<file path="src/rtl/unified_mem_arbiter.sv">
// unified_mem_arbiter: shares one single-port synchronous RAM between fetch and load/store requesters.
// Define MEM_ARB_ROUND_ROBIN_EN for strict alternation instead of data priority with anti-starvation.
module unified_mem_arbiter #(
  parameter int AW           = 16,
  parameter int DW           = 16,
  parameter int READ_LAT     = 1,
  parameter int STARVE_LIMIT = 4
) (
  input  logic          clk,
  input  logic          reset,
  input  logic          if_req,
  input  logic [AW-1:0] if_addr,
  output logic          if_ack,
  output logic [DW-1:0] if_rdata,
  input  logic          d_req,
  input  logic          d_we,
  input  logic [AW-1:0] d_addr,
  input  logic [DW-1:0] d_wdata,
  output logic          d_ack,
  output logic [DW-1:0] d_rdata,
  output logic          mem_en,
  output logic          mem_we,
  output logic [AW-1:0] mem_addr,
  output logic [DW-1:0] mem_wdata,
  input  logic [DW-1:0] mem_rdata,
  output logic          busy,
  output logic          owner
);
  typedef enum logic [1:0] {IDLE, ISSUE, WAIT, ACK} state_t;
  state_t        state_q, state_d;
  logic [AW-1:0] addr_q, addr_d;
  logic [DW-1:0] wdata_q, wdata_d, if_rdata_q, if_rdata_d, d_rdata_q, d_rdata_d;
  logic          we_q, we_d, owner_q, owner_d, mem_en_q, mem_en_d, mem_we_q, mem_we_d;
  logic [1:0]    cnt_q, cnt_d;
  logic          grant, data_win;
  assign grant = (state_q == IDLE) & (if_req | d_req);
`ifdef MEM_ARB_ROUND_ROBIN_EN
  logic last_q, last_d;
  assign data_win = d_req & ~(if_req & last_q);
  assign last_d   = grant ? data_win : last_q;
  always_ff @(posedge clk or posedge reset)
    if (reset) last_q <= 1'b0;
    else       last_q <= last_d;
`else
  logic [3:0] starve_q, starve_d;
  assign data_win = d_req & ~(if_req & (starve_q == 4'(STARVE_LIMIT)));
  // consecutive data grants while a fetch waits, saturating at the limit
  assign starve_d = !grant ? starve_q :
                    !(data_win & if_req) ? 4'd0 :
                    (starve_q == 4'(STARVE_LIMIT)) ? starve_q : starve_q + 4'd1;
  always_ff @(posedge clk or posedge reset)
    if (reset) starve_q <= 4'd0;
    else       starve_q <= starve_d;
`endif
  always_comb begin
    state_d    = state_q;
    addr_d     = addr_q;
    wdata_d    = wdata_q;
    we_d       = we_q;
    owner_d    = owner_q;
    cnt_d      = cnt_q;
    if_rdata_d = if_rdata_q;
    d_rdata_d  = d_rdata_q;
    mem_en_d   = 1'b0;
    mem_we_d   = 1'b0;
    case (state_q)
      IDLE: if (grant) begin
        state_d  = ISSUE;
        owner_d  = data_win;
        addr_d   = data_win ? d_addr : if_addr;
        wdata_d  = data_win ? d_wdata : wdata_q;
        we_d     = data_win & d_we;
        mem_en_d = 1'b1;
        mem_we_d = data_win & d_we;
      end
      ISSUE: begin
        state_d = we_q ? ACK : WAIT;
        cnt_d   = 2'(READ_LAT - 1);
      end
      WAIT: if (cnt_q == 2'd0) begin
        state_d    = ACK;
        if_rdata_d = owner_q ? if_rdata_q : mem_rdata;
        d_rdata_d  = owner_q ? mem_rdata : d_rdata_q;
      end else cnt_d = cnt_q - 2'd1;
      default: state_d = IDLE;
    endcase
  end
  always_ff @(posedge clk or posedge reset)
    if (reset) begin
      state_q    <= IDLE;
      addr_q     <= '0;
      wdata_q    <= '0;
      we_q       <= 1'b0;
      owner_q    <= 1'b0;
      cnt_q      <= 2'd0;
      if_rdata_q <= '0;
      d_rdata_q  <= '0;
      mem_en_q   <= 1'b0;
      mem_we_q   <= 1'b0;
    end else begin
      state_q    <= state_d;
      addr_q     <= addr_d;
      wdata_q    <= wdata_d;
      we_q       <= we_d;
      owner_q    <= owner_d;
      cnt_q      <= cnt_d;
      if_rdata_q <= if_rdata_d;
      d_rdata_q  <= d_rdata_d;
      mem_en_q   <= mem_en_d;
      mem_we_q   <= mem_we_d;
    end
  assign if_ack    = (state_q == ACK) & ~owner_q;
  assign d_ack     = (state_q == ACK) & owner_q;
  assign if_rdata  = if_rdata_q;
  assign d_rdata   = d_rdata_q;
  assign mem_en    = mem_en_q;
  assign mem_we    = mem_we_q;
  assign mem_addr  = addr_q;
  assign mem_wdata = wdata_q;
  assign busy      = state_q != IDLE;
  assign owner     = owner_q;
endmodule

</file>
<file path="config.mk">
export PLATFORM = sky130hd
export DESIGN_NAME = unified_mem_arbiter
export DESIGN_NICKNAME = d
export VERILOG_FILES = /design/src/rtl/unified_mem_arbiter.sv
export SDC_FILE = /design/constraint.sdc
export NUM_CORES = 1
export LEC_CHECK = 0
export ABC_CLOCK_PERIOD_IN_PS = 3500
export CORE_ASPECT_RATIO = 0.9
export CORE_MARGIN = 3
export CORE_UTILIZATION = 43
export CTS_CLUSTER_SIZE = 12
export DETAILED_ROUTE_END_ITERATION = 8
export PLACE_DENSITY = 0.84
export SLEW_MARGIN = 20
export SYNTH_ARGS = -nofsm -noshare
export SYNTH_HDL_FRONTEND = slang
export SYNTH_SLANG_ARGS = --single-unit
</file>
<file path="constraint.sdc">
create_clock -name clk -period 3.5 [get_ports clk]
set_input_delay 0.875 -clock clk [delete_from_list [all_inputs] [get_ports clk]]
set_output_delay 0.875 -clock clk [all_outputs]
set_load 0.05 [all_outputs]
</file>
Word-level counts from Yosys, hierarchy flattened
Index checks and enable logic that the tools add are counted.

Add/subtract/negate cells: 2. Equal/unequal tests: 8. Mux-type cells: 13. Bitwise operators: 10. Reductions and logical operators: 11.

Operator list (count): 2-to-1 mux 16 bit (1); AND reduction 3 bit (3); 2-to-1 mux 4 bit (2); != test 2 bit (second input constant) (4); AND reduction 2 bit (4); bitwise AND 1 bit (7); 2-to-1 mux 2 bit (3); case mux 2 bit (3 select lines) (1); 2-to-1 mux 1 bit (5); adder 4 x 1 -> 4 bit (second input constant) (1); equality test 2 bit (second input constant) (2); equality test 4 x 3 -> 1 bit (second input constant) (1); zero test 2 bit (2); case mux 2 bit (2 select lines) (1); nonzero test 2 bit (2); equality test 2 x 1 -> 1 bit (second input constant) (1); NOT 1 bit (2); subtractor 2 x 1 -> 2 bit (second input constant) (1); OR 1 bit (1).

Register bits: 76. Output and inout port bits: 70. Word-level logic and storage cells: 55.

Logic depth before layout (Yosys ltp)
Gate-level depths: netlist of the first run.

Depth in word-level cells: 7. Gate-level depth with buffers: 7. Depth with buffers taken out: 6.

Worst setup path after synthesis of the first run
OpenSTA, ideal clock, no wires.

Path type: register -> output. Start: reg state_q[0]. End: out busy. Arrival time: 1.490 ns. Setup slack: 1.135 ns. Stages on the path, launching flop included: 6. Buffers on the path: 2. Cells stage by stage: dfrtp_1 inv_1 ha_1 clkbuf_1 clkbuf_1 inv_1.

Cells in the longest elaborated chain, start to end: 1.

Ends and longest elaborated chain: start: declaration (RTL line 30) `state_t state_q, state_d;`; start signal: assignment (RTL line 101) `state_q <= state_d;`; nonzero test 2 bit (RTL line 120) `assign busy = state_q != IDLE;`; end: declaration (RTL line 26) `output logic busy,`.

Every way passes these cells.

Worst setup path after layout of the first run
Same ends and word-level chain as after synthesis.

==> run_results.csv, run 1 <==
group,metric,value,unit
floorplanning,boundaryPins,139,
yosys,syn_inst,261,
clock_tree,cts_inserted_buffers,9,
route,ant_nets,0,
clock_tree,clock_sinks,76,
floorplanning,die_h,89.5,um
yosys,synth-main-ff-cell,"dfrtp_1",
clock_tree,cts_hold_buffers,0,
route,drtIter0Drc,85,
cells_and_area,nNetsFinal,474,
setup_path,slowest_delay,790,ps
yosys,synth-edff-count,0,
sta,period_needed,2950,ps
sta,slew_headroom,0.416,
clock_tree,post-cts-setup-buffer-count,0,
setup_path,crit_path_cell_trace,"inv_1, ha_1, buf_4, inv_1, clkdlybuf4s50_1",
clock_tree,cts_tree,"yes",
sta,tns,0,ps
yosys,ys_warn_count,0,
setup_path,path_max_fanout,22,
global_route,grt_max_degree,77,
global_route,grt_pass1_vias,2573,
setup_path,worstSetupPathType,"reg -> out",
placed_design,portBuffers,138,
yosys,netlist_area,3330,um^2
setup_path,crit_buf_inv,4,
clock_tree,cts_resized,0,
cells_and_area,antenna_cells,0,
sta,rsz0062_at_grt,"false",
floorplanning,die_x,98.8,um
clock_tree,cts_root_buf,"clkbuf_8",
cells_and_area,final_util,0.682,
yosys,synth_top_area_frac,0.571,
setup_path,crit_slowest_cell,"clkdlybuf4s50_1",
power_and_ir_drop,p_per_area,1120,nW/um^2
clock_tree,clock_latency,340,ps
setup_path,critPathRequiredTime,2620,ps
setup_path,cpMostUsedCell,"inv_1",
route,wl_per_cell,16.2,um
placed_design,place_congestion,0.776,
floorplanning,design.core.area,7290,um^2
status,status,"finished, final reports clean",
yosys,yosysUniqueCellTypes,27,
yosys,async_flop_share,1.00,
cells_and_area,fill_cells,572,
setup_path,endpoint_kind,"output pin",
global_route,overflow,0,
sta,tightest_slew,873,ps
setup_path,crit_family,"buffers and inverters",
yosys,yosysTopAreaCell,"dfrtp_1",
route,drt_wl_total,8.02,mm
power_and_ir_drop,peakVddDrop,0.529,mV
cells_and_area,drive_above_1_share,0.184,
yosys,synth.most_common_cell,"dfrtp_1",
sta,finalHoldViolCount,0,
floorplanning,initial_core_util,0.457,
yosys,ys_ff_latch,76,
setup_path,cp.arrival,2080,ps
cells_and_area,area_growth,49.5,%
sta,fin_crit_sh,0.843,
yosys,ys_top_cells_by_count,"dfrtp_1 (76), nand2_1 (35), mux2_2 (34), nand4_1 (17)",
yosys,synthTopCellsByArea,"dfrtp_1 (57%), mux2_2 (11%), mux2_4 (7.2%), nand2_1 (3.9%), o211ai_1 (3.6%)",
route,vias,2555,
power_and_ir_drop,p_leak,2.10,nW
placed_design,dpl.hpwl,5.64,mm
yosys,ys_seq_area_frac,0.571,
clock_tree,clk_path_buf_depth,2,
cells_and_area,multi_input_area,1290,um^2
cells_and_area,regArea,1900,um^2
route,post-route-drc-count,0,
global_route,grt_pass1_wl,12.8,mm
global_route,antenna_found_initial,0,
clock_tree,clk_pin_slew,80,ps
placed_design,dp.cells,480,
yosys,syn_nets,337,
setup_path,start_kind,"register",
job,max_cap_viol_count,0,
floorplanning,row_count,29,
route,via_per_inst,5.16,
cells_and_area,stdcell_count,495,
yosys,avgSynthCellArea,12.8,um^2
route,dr.pass1.iters,4,
floorplanning,fp.dieArea,8840,um^2
sta,maxSlewViolCount,0,
sta,clock_skew,10.2,ps
sta,setup_viol,0,
global_route,gr-usage-all-layers,0.186,
hold_path,hp-class,"reg -> reg",
sta,fmax,0.339,GHz
clock_tree,htreeDepth,3,
per-layer routing:
layer	up-vias	part of all wire	GRT usage
li1	1201	-	-
met1	1243	0.44	0.245
met2	101	0.48	0.296
met3	10	0.061	0.0562
met4	0	0.015	0.0658
met5	-	0	0
placed cells by master (no fill, tap or decap):
cell,synthesis,final
clkinv_2,0,2
nand4_1,17,17
a211oi_1,1,1
nand2_1,35,35
clkbuf_8,0,10
nand3_1,3,3
nand3b_1,2,2
mux2_4,16,16
o21ai_1,0,1
mux2_2,34,34
inv_1,11,10
buf_4,0,3
nor2_1,6,6
a31o_2,2,2
a31oi_1,1,1
and3_4,1,1
mux2i_1,1,1
a21oi_1,3,3
ha_1,7,7
a22o_1,2,2
dfrtp_1,76,76
nand4b_4,1,1
bufinv_16,0,1
and2_1,4,4
o211ai_1,16,16
nor2b_1,2,2
a32o_1,1,1
inv_6,0,1
clkdlybuf4s50_1,0,138
o22ai_1,1,1
o21ai_0,2,1
buf_12,0,1
clkinv_4,0,2
sequential cells by signal, indices dropped and copies added (netlist names):
| name | count |
|---|---|
| mem_en | 1 |
| state_q | 2 |
| mem_wdata | 16 |
| starve_q | 4 |
| mem_addr | 16 |
| owner | 1 |
| cnt_q | 2 |
| d_rdata | 16 |
| if_rdata | 16 |
| mem_we | 1 |
| we_q | 1 |
cell type report:
type	instances	share of cell area
tap	93	0.0234
inverter	11	0.00855
sequential	76	0.382
timing repair buffer	142	0.286
clock buffer	10	0.0277
clock inverter	5	0.0123
multi-input combinational	158	0.260
final timing paths:
kind                            startpoint            end  slack (ps)  cells past startpoint
worst max-delay path            state_q[0]           busy         550                      5
worst min-delay path              cnt_q[0]       cnt_q[0]         470                      1
worst max register to register  state_q[0]    if_rdata[7]        1440                      4
worst min register to register    cnt_q[0]       cnt_q[0]         470                      1
max in group asynchronous            reset    d_rdata[14]        2250                      3
min in group asynchronous            reset  mem_wdata[11]         930                      3
through the flow:
stage               power [mW]  hold slack (ps)  setup WS [ps]  area [um^2]
floorplan                 3.85              440            687         3330
detailed placement        4.96              464            802         4780
CTS                       5.65              483            530         4980
global route              5.87              512            405         4980
finish                    5.59              475            549         4980
global placement          4.89              456            880         4780
worst reg2reg max path, delay by kind of cell (launching register included):
kind,cells,cell delay [ps]
fa+ha+maj,1,270
buf+inv,1,90
flops,1,410
mux,1,530
simple gates,1,640
kinds of logic (layout without fill, tap and decap cells):
kind of cell             Yosys count  count (layout)  synth area share
adder cells (fa/ha/maj)            7               7            0.0263
AO/OA/AOI/OAI                     29              29            0.0631
flip-flops                        76              76             0.571
AND/OR/NAND/NOR                   71              71             0.109
multiplexers                      51              51             0.190
buffers and inverters             27             168            0.0402
power breakdown:
part           internal (mW)  total [mW]  switching (mW)
registers               1.30        1.53           0.229
logic                   1.29        3.39            2.10
clock network          0.349       0.667           0.318
Note: power is estimated with default switching activity, not from simulation.
==> run 2, diff against run 1 <==
--- a/config.mk
+++ b/config.mk
@@ -5,7 +5,7 @@
 export SDC_FILE = /design/constraint.sdc
 export NUM_CORES = 1
 export LEC_CHECK = 0
-export ABC_CLOCK_PERIOD_IN_PS = 3500
+export ABC_CLOCK_PERIOD_IN_PS = 3000
 export CORE_ASPECT_RATIO = 0.9
 export CORE_MARGIN = 3
 export CORE_UTILIZATION = 43
==> constraint.sdc (replaced) <==
create_clock -name clk -period 3 [get_ports clk]
set_input_delay 0.75 -clock clk [delete_from_list [all_inputs] [get_ports clk]]
set_output_delay 0.75 -clock clk [all_outputs]
set_load 0.05 [all_outputs]
==> run_results.csv, run 2 (synthesis results as in run 1) <==
group,metric,value,unit
placed_design,placed_cell_area,4800,um^2
clock_tree,post-cts-setup-buffer-count,0,
power_and_ir_drop,p_total,6.60,mW
cells_and_area,antenna_cells,0,
clock_tree,cts_root_buf,"clkbuf_8",
cells_and_area,final_util,0.687,
global_route,grt_pass1_wl,13.2,mm
cells_and_area,nNetsFinal,477,
clock_tree,htreeDepth,3,
floorplanning,fp.dieArea,8840,um^2
power_and_ir_drop,p_per_area,1320,nW/um^2
cells_and_area,final_area,5010,um^2
floorplanning,die_x,98.8,um
setup_path,cp.arrival,1900,ps
route,met2RoutedLength,3.98,mm
global_route,grt_pass1_vias,2627,
power_and_ir_drop,p_seq_frac,0.272,
floorplanning,row_count,29,
setup_path,path_max_fanout,4,
placed_design,place_congestion,0.784,
sta,rsz0062_at_grt,"false",
sta,clock_skew,11.4,ps
clock_tree,clock_sinks,76,
sta,finalHoldViolCount,0,
floorplanning,boundaryPins,139,
status,status,"finished, final reports clean",
cells_and_area,stdcell_count,498,
route,post-route-drc-count,0,
floorplanning,initial_core_util,0.457,
job,max_cap_viol_count,0,
route,via_per_inst,5.12,
clock_tree,cts_hold_buffers,0,
floorplanning,design.core.area,7290,um^2
sta,slew_headroom,0.601,
power_and_ir_drop,p_switching,3.10,mW
placed_design,dpl.hpwl,5.92,mm
route,vias,2548,
cells_and_area,area_growth,50.6,%
placed_design,portBuffers,138,
clock_tree,clock_latency,340,ps
floorplanning,die_h,89.5,um
power_and_ir_drop,peakVddDrop,0.638,mV
global_route,grt_max_degree,45,
setup_path,critPathRequiredTime,2250,ps
global_route,gr-usage-all-layers,0.192,
cells_and_area,drive_above_1_share,0.190,
sta,period_needed,2650,ps
power_and_ir_drop,p_int,3.50,mW
route,highest_layer,"met4",
sta,tns,0,ps
sta,fin_crit_sh,0.883,
route,drtIter0Drc,129,
power_and_ir_drop,p_leak,2.11,nW
placed_design,dp.cells,483,
sta,tightest_slew,598,ps
hold_path,hp-class,"reg -> reg",
setup_path,start_kind,"register",
cells_and_area,layout_commonest_cell,"clkdlybuf4s50_1",
cells_and_area,final_cell_mix,"clkdlybuf4s50_1 (138), dfrtp_1 (76), nand2_1 (35), mux2_2 (34), nand4_1 (17)",
clock_tree,cts_resized,0,
route,wl_per_cell,16.3,um
global_route,antenna_found_initial,0,
setup_path,endpoint_kind,"output pin",
power_and_ir_drop,switching_share,0.470,
power_and_ir_drop,pwr-share-comb,0.601,
setup_path,worstSetupPathType,"reg -> out",
global_route,overflow,0,
clock_tree,cts_tree,"yes",
route,met3_length,555,um
route,drt_wl_total,8.09,mm
sta,fmax,0.377,GHz
sta,setup_viol,0,
clock_tree,cts_inserted_buffers,9,
route,met1_length,3.45,mm
power_and_ir_drop,p_clk_frac,0.127,
clock_tree,clk_pin_slew,80,ps
route,dr.pass1.iters,4,
sta,maxSlewViolCount,0,
route,ant_nets,0,
clock_tree,clk_path_buf_depth,2,
run 2: path summary, 6_finish.rpt:
check                               end  cells after the start  slack (ps)        start
setup / recovery                   busy                      4         350   state_q[0]
hold / removal                 cnt_q[0]                      1         490     cnt_q[0]
setup reg to reg            mem_addr[9]                      6        1080  starve_q[0]
hold reg to reg                cnt_q[0]                      1         490     cnt_q[0]
max in group asynchronous  mem_wdata[6]                      3        1600        reset
min in group asynchronous   if_rdata[5]                      2         780        reset
run 2: worst max-delay path, stage by stage, from the launching register on:
cell             delay [ps]
dfrtp_1                 400
inv_1                    80
ha_1                    210
inv_1                    50
clkdlybuf4s50_1         830
run 2: metal layers:
metal	vias up	GRT usage
met1	1242	0.246
met3	9	0.0593
li1	1198	-
met4	0	0.0571
met2	99	0.319
met5	-	0
run 2: area by class of cell:
type | instances | area [um^2]
clock inverters | 6 | 88.8
well taps | 93 | 116
clock buffers | 9 | 124
flip-flops and latches | 76 | 1900
inverters | 11 | 42.5
fillers | 543 | 2280
repair buffers | 145 | 1450
multi-input cells | 158 | 1290
run 2: power by group through the flow:
stage,logic (mW),clock network (mW),registers [mW]
floorplan,1.12,0,3.38
global placement,3.93,0,1.79
detailed placement,4.00,0,1.81
CTS,4.01,0.862,1.80
global route,4.17,0.903,1.87
finish,3.97,0.838,1.79
run 2: stage by stage:
step	hold slack, ps	setup slack [ps]
detailed placement	486	415
finish	491	350
global route	518	229
CTS	496	304
global placement	455	506
floorplan	440	312
==> run 3, diff against run 2 <==
--- a/config.mk
+++ b/config.mk
@@ -5,13 +5,14 @@
 export SDC_FILE = /design/constraint.sdc
 export NUM_CORES = 1
 export LEC_CHECK = 0
+export ABC_AREA = 1
 export ABC_CLOCK_PERIOD_IN_PS = 3000
 export CORE_ASPECT_RATIO = 0.9
 export CORE_MARGIN = 3
 export CORE_UTILIZATION = 43
-export CTS_CLUSTER_SIZE = 12
+export CTS_CLUSTER_SIZE = 24
 export DETAILED_ROUTE_END_ITERATION = 8
-export PLACE_DENSITY = 0.84
+export PLACE_DENSITY = 0.83
 export SLEW_MARGIN = 20
 export SYNTH_ARGS = -nofsm -noshare
 export SYNTH_HDL_FRONTEND = slang
==> run_results.csv, run 3 <==
group,metric,value,unit
yosys,syn_inst,406,
cells_and_area,layout_commonest_cell,"clkdlybuf4s50_1",
setup_path,slowest_delay,850,ps
placed_design,post-place-ws,496,ps
hold_path,min_path_cells,2,
route,via_per_inst,4.67,
yosys,syn_nets,482,
setup_path,critPathRequiredTime,2250,ps
setup_path,crit_family,"buffers and inverters",
power_and_ir_drop,switching_share,0.514,
global_route,overflow,0,
global_route,grt_max_degree,36,
clock_tree,post-cts-setup-buffer-count,0,
global_route,antenna_found_initial,0,
sta,setup_viol,0,
hold_path,hold_path.startpoint,"mem_addr[14]",
sta,tightest_slew,642,ps
cells_and_area,drive_above_1_share,0.0546,
setup_path,path_max_fanout,4,
route,ant_nets,0,
power_and_ir_drop,p_switching,3.11,mW
yosys,netlist_area,3430,um^2
yosys,ys_warn_count,0,
floorplanning,fp.dieArea,9090,um^2
yosys,yosysUniqueCellTypes,22,
power_and_ir_drop,p_clk_frac,0.111,
clock_tree,clock_latency,350,ps
setup_path,crit_path_cell_trace,"inv_1, ha_1, inv_1, clkdlybuf4s50_1",
sta,slew_headroom,0.571,
yosys,ys_ff_latch,76,
power_and_ir_drop,p_leak,2.56,nW
sta,finalHoldViolCount,0,
setup_path,endpoint_kind,"output pin",
setup_path,cpMostUsedCell,"inv_1",
yosys,synth.most_common_cell,"nand2_1",
global_route,grt_pass1_wl,14.2,mm
yosys,avgSynthCellArea,8.45,um^2
hold_path,hp-class,"reg -> reg",
clock_tree,cts_resized,0,
floorplanning,die_x,100,um
hold_path,whs_endpoint,"mem_addr[14]",
route,wl_per_cell,13.3,um
setup_path,start_kind,"register",
status,status,"finished, final reports clean",
sta,rsz0062_at_grt,"false",
sta,tns,0,ps
route,drt_wl_total,8.55,mm
clock_tree,cts_tree,"yes",
yosys,ys_top_cells_by_count,"nand2_1 (114), inv_1 (82), dfrtp_1 (76), o21ai_0 (52), nand3_1 (39)",
clock_tree,cts_root_buf,"clkbuf_8",
setup_path,r2r-end,"we_q",
clock_tree,clk_path_buf_depth,2,
cells_and_area,nNetsFinal,620,
yosys,async_flop_share,1.00,
sta,fmax,0.349,GHz
floorplanning,boundaryPins,139,
floorplanning,initial_core_util,0.448,
power_and_ir_drop,peakVddDrop,0.778,mV
setup_path,worstSetupPathType,"reg -> out",
route,drtIter0Drc,87,
clock_tree,cts_inserted_buffers,9,
global_route,gr-usage-all-layers,0.194,
power_and_ir_drop,p_int,2.94,mW
setup_path,cp.arrival,2120,ps
clock_tree,clk_pin_slew,70,ps
sta,maxSlewViolCount,0,
floorplanning,row_count,30,
floorplanning,design.core.area,7660,um^2
route,vias,3012,
power_and_ir_drop,p_seq_frac,0.293,
sta,period_needed,2870,ps
cells_and_area,final_cell_mix,"clkdlybuf4s50_1 (138), nand2_1 (114), inv_1 (81), dfrtp_1 (76), o21ai_0 (52)",
route,post-route-drc-count,0,
cells_and_area,fill_cells,641,
clock_tree,htreeDepth,3,
setup_path,crit_buf_inv,3,
yosys,synth-main-ff-cell,"dfrtp_1",
power_and_ir_drop,p_per_area,1200,nW/um^2
job,max_cap_viol_count,0,
power_and_ir_drop,pwr-share-comb,0.595,
floorplanning,die_h,90.7,um
global_route,grt_pass1_vias,3055,
yosys,synth-edff-count,0,
cells_and_area,area_growth,47.1,%
yosys,synth_top_area_frac,0.554,
setup_path,r2r_slack,1160,ps
setup_path,crit_slowest_cell,"clkdlybuf4s50_1",
cells_and_area,antenna_cells,0,
yosys,yosysTopAreaCell,"dfrtp_1",
sta,clock_skew,11.4,ps
sta,fin_crit_sh,0.956,
clock_tree,cts_hold_buffers,0,
placed_design,portBuffers,138,
route,dr.pass1.iters,4,
yosys,ys_seq_area_frac,0.554,
setup_path,rr_worst_depth,7,
placed_design,place_congestion,0.842,
placed_design,dpl.hpwl,6.14,mm
sta,setup_ws,133,ps
setup_path,r2r_start,"state_q[1]",
yosys,synthTopCellsByArea,"dfrtp_1 (55%), nand2_1 (12%), inv_1 (9.0%), o21ai_0 (7.6%), nand3_1 (5.7%)",
clock_tree,clock_sinks,76,
-- run 3: logic make-up (layout without fill, tap and decap cells) --
family	count (synthesis)	count (layout)	synth area share
compound gates	59	59	0.0886
fa+ha+maj	7	7	0.0255
buf+inv	99	242	0.121
flops	76	76	0.554
simple gates	165	165	0.211
-- run 3: cell type report --
cell class / instances / area (um^2) / share of cell area
multi-input cells: 231 / 1110 / 0.221
well taps: 96 / 120 / 0.0238
flip-flops and latches: 76 / 1900 / 0.377
clock inverters: 7 / 43.8 / 0.00868
repair buffers: 143 / 1430 / 0.284
clock buffers: 9 / 124 / 0.0245
inverters: 83 / 312 / 0.0617
-- run 3: worst max path at each step --
stage	from	cells past startpoint	slack [ps]	endpoint
after floorplan	reset	1	310	cnt_q[0]
after global placement	state_q[0]	4	530	busy
after detailed placement	state_q[0]	4	500	busy
after CTS	state_q[0]	4	110	busy
after global routing	state_q[0]	4	60	busy
final	state_q[0]	4	130	busy
-- run 3: per-stage QoR --
| step | area [um^2] | utilization | total power, mW | hold slack [ps] | cells |
|---|---|---|---|---|---|
| 2_1_floorplan | 3430 | - | 4.17 | 453 | 406 |
| 3_3_place_gp | 4880 | 0.637 | 5.32 | 460 | 629 |
| 3_5_place_dp | 4880 | 0.637 | 5.41 | 467 | 629 |
| 4_1_cts | 5050 | 0.659 | 6.12 | 484 | 645 |
| 5_1_grt | 5050 | 0.659 | 6.41 | 502 | 645 |
| 6_report | 5050 | 0.659 | 6.05 | 482 | 645 |
-- run 3: worst register-to-register path: stages (launching register included) --
cell and delay, ps:
dfrtp_1 410, inv_1 110, ha_1 240, inv_1 150
nor2_8 360, inv_2 240, nand2_1 110, o21ai_0 100
-- run 3: power groups by stage --
| stage | Clock [mW] | Sequential, mW | Combinational [mW] |
|---|---|---|---|
| floorplan | 0 | 3.27 | 0.903 |
| global placement | 0 | 1.77 | 3.55 |
| detailed placement | 0 | 1.78 | 3.63 |
| CTS | 0.698 | 1.78 | 3.64 |
| global route | 0.735 | 1.83 | 3.84 |
| finish | 0.673 | 1.78 | 3.60 |
-- run 3: metal layers --
layer,share of wire,up-vias,track usage
met3,0.091,8,0.0517
met5,0,-,0
met1,0.43,1369,0.239
li1,-,1514,-
met4,0.012,0,0.0707
met2,0.47,121,0.324
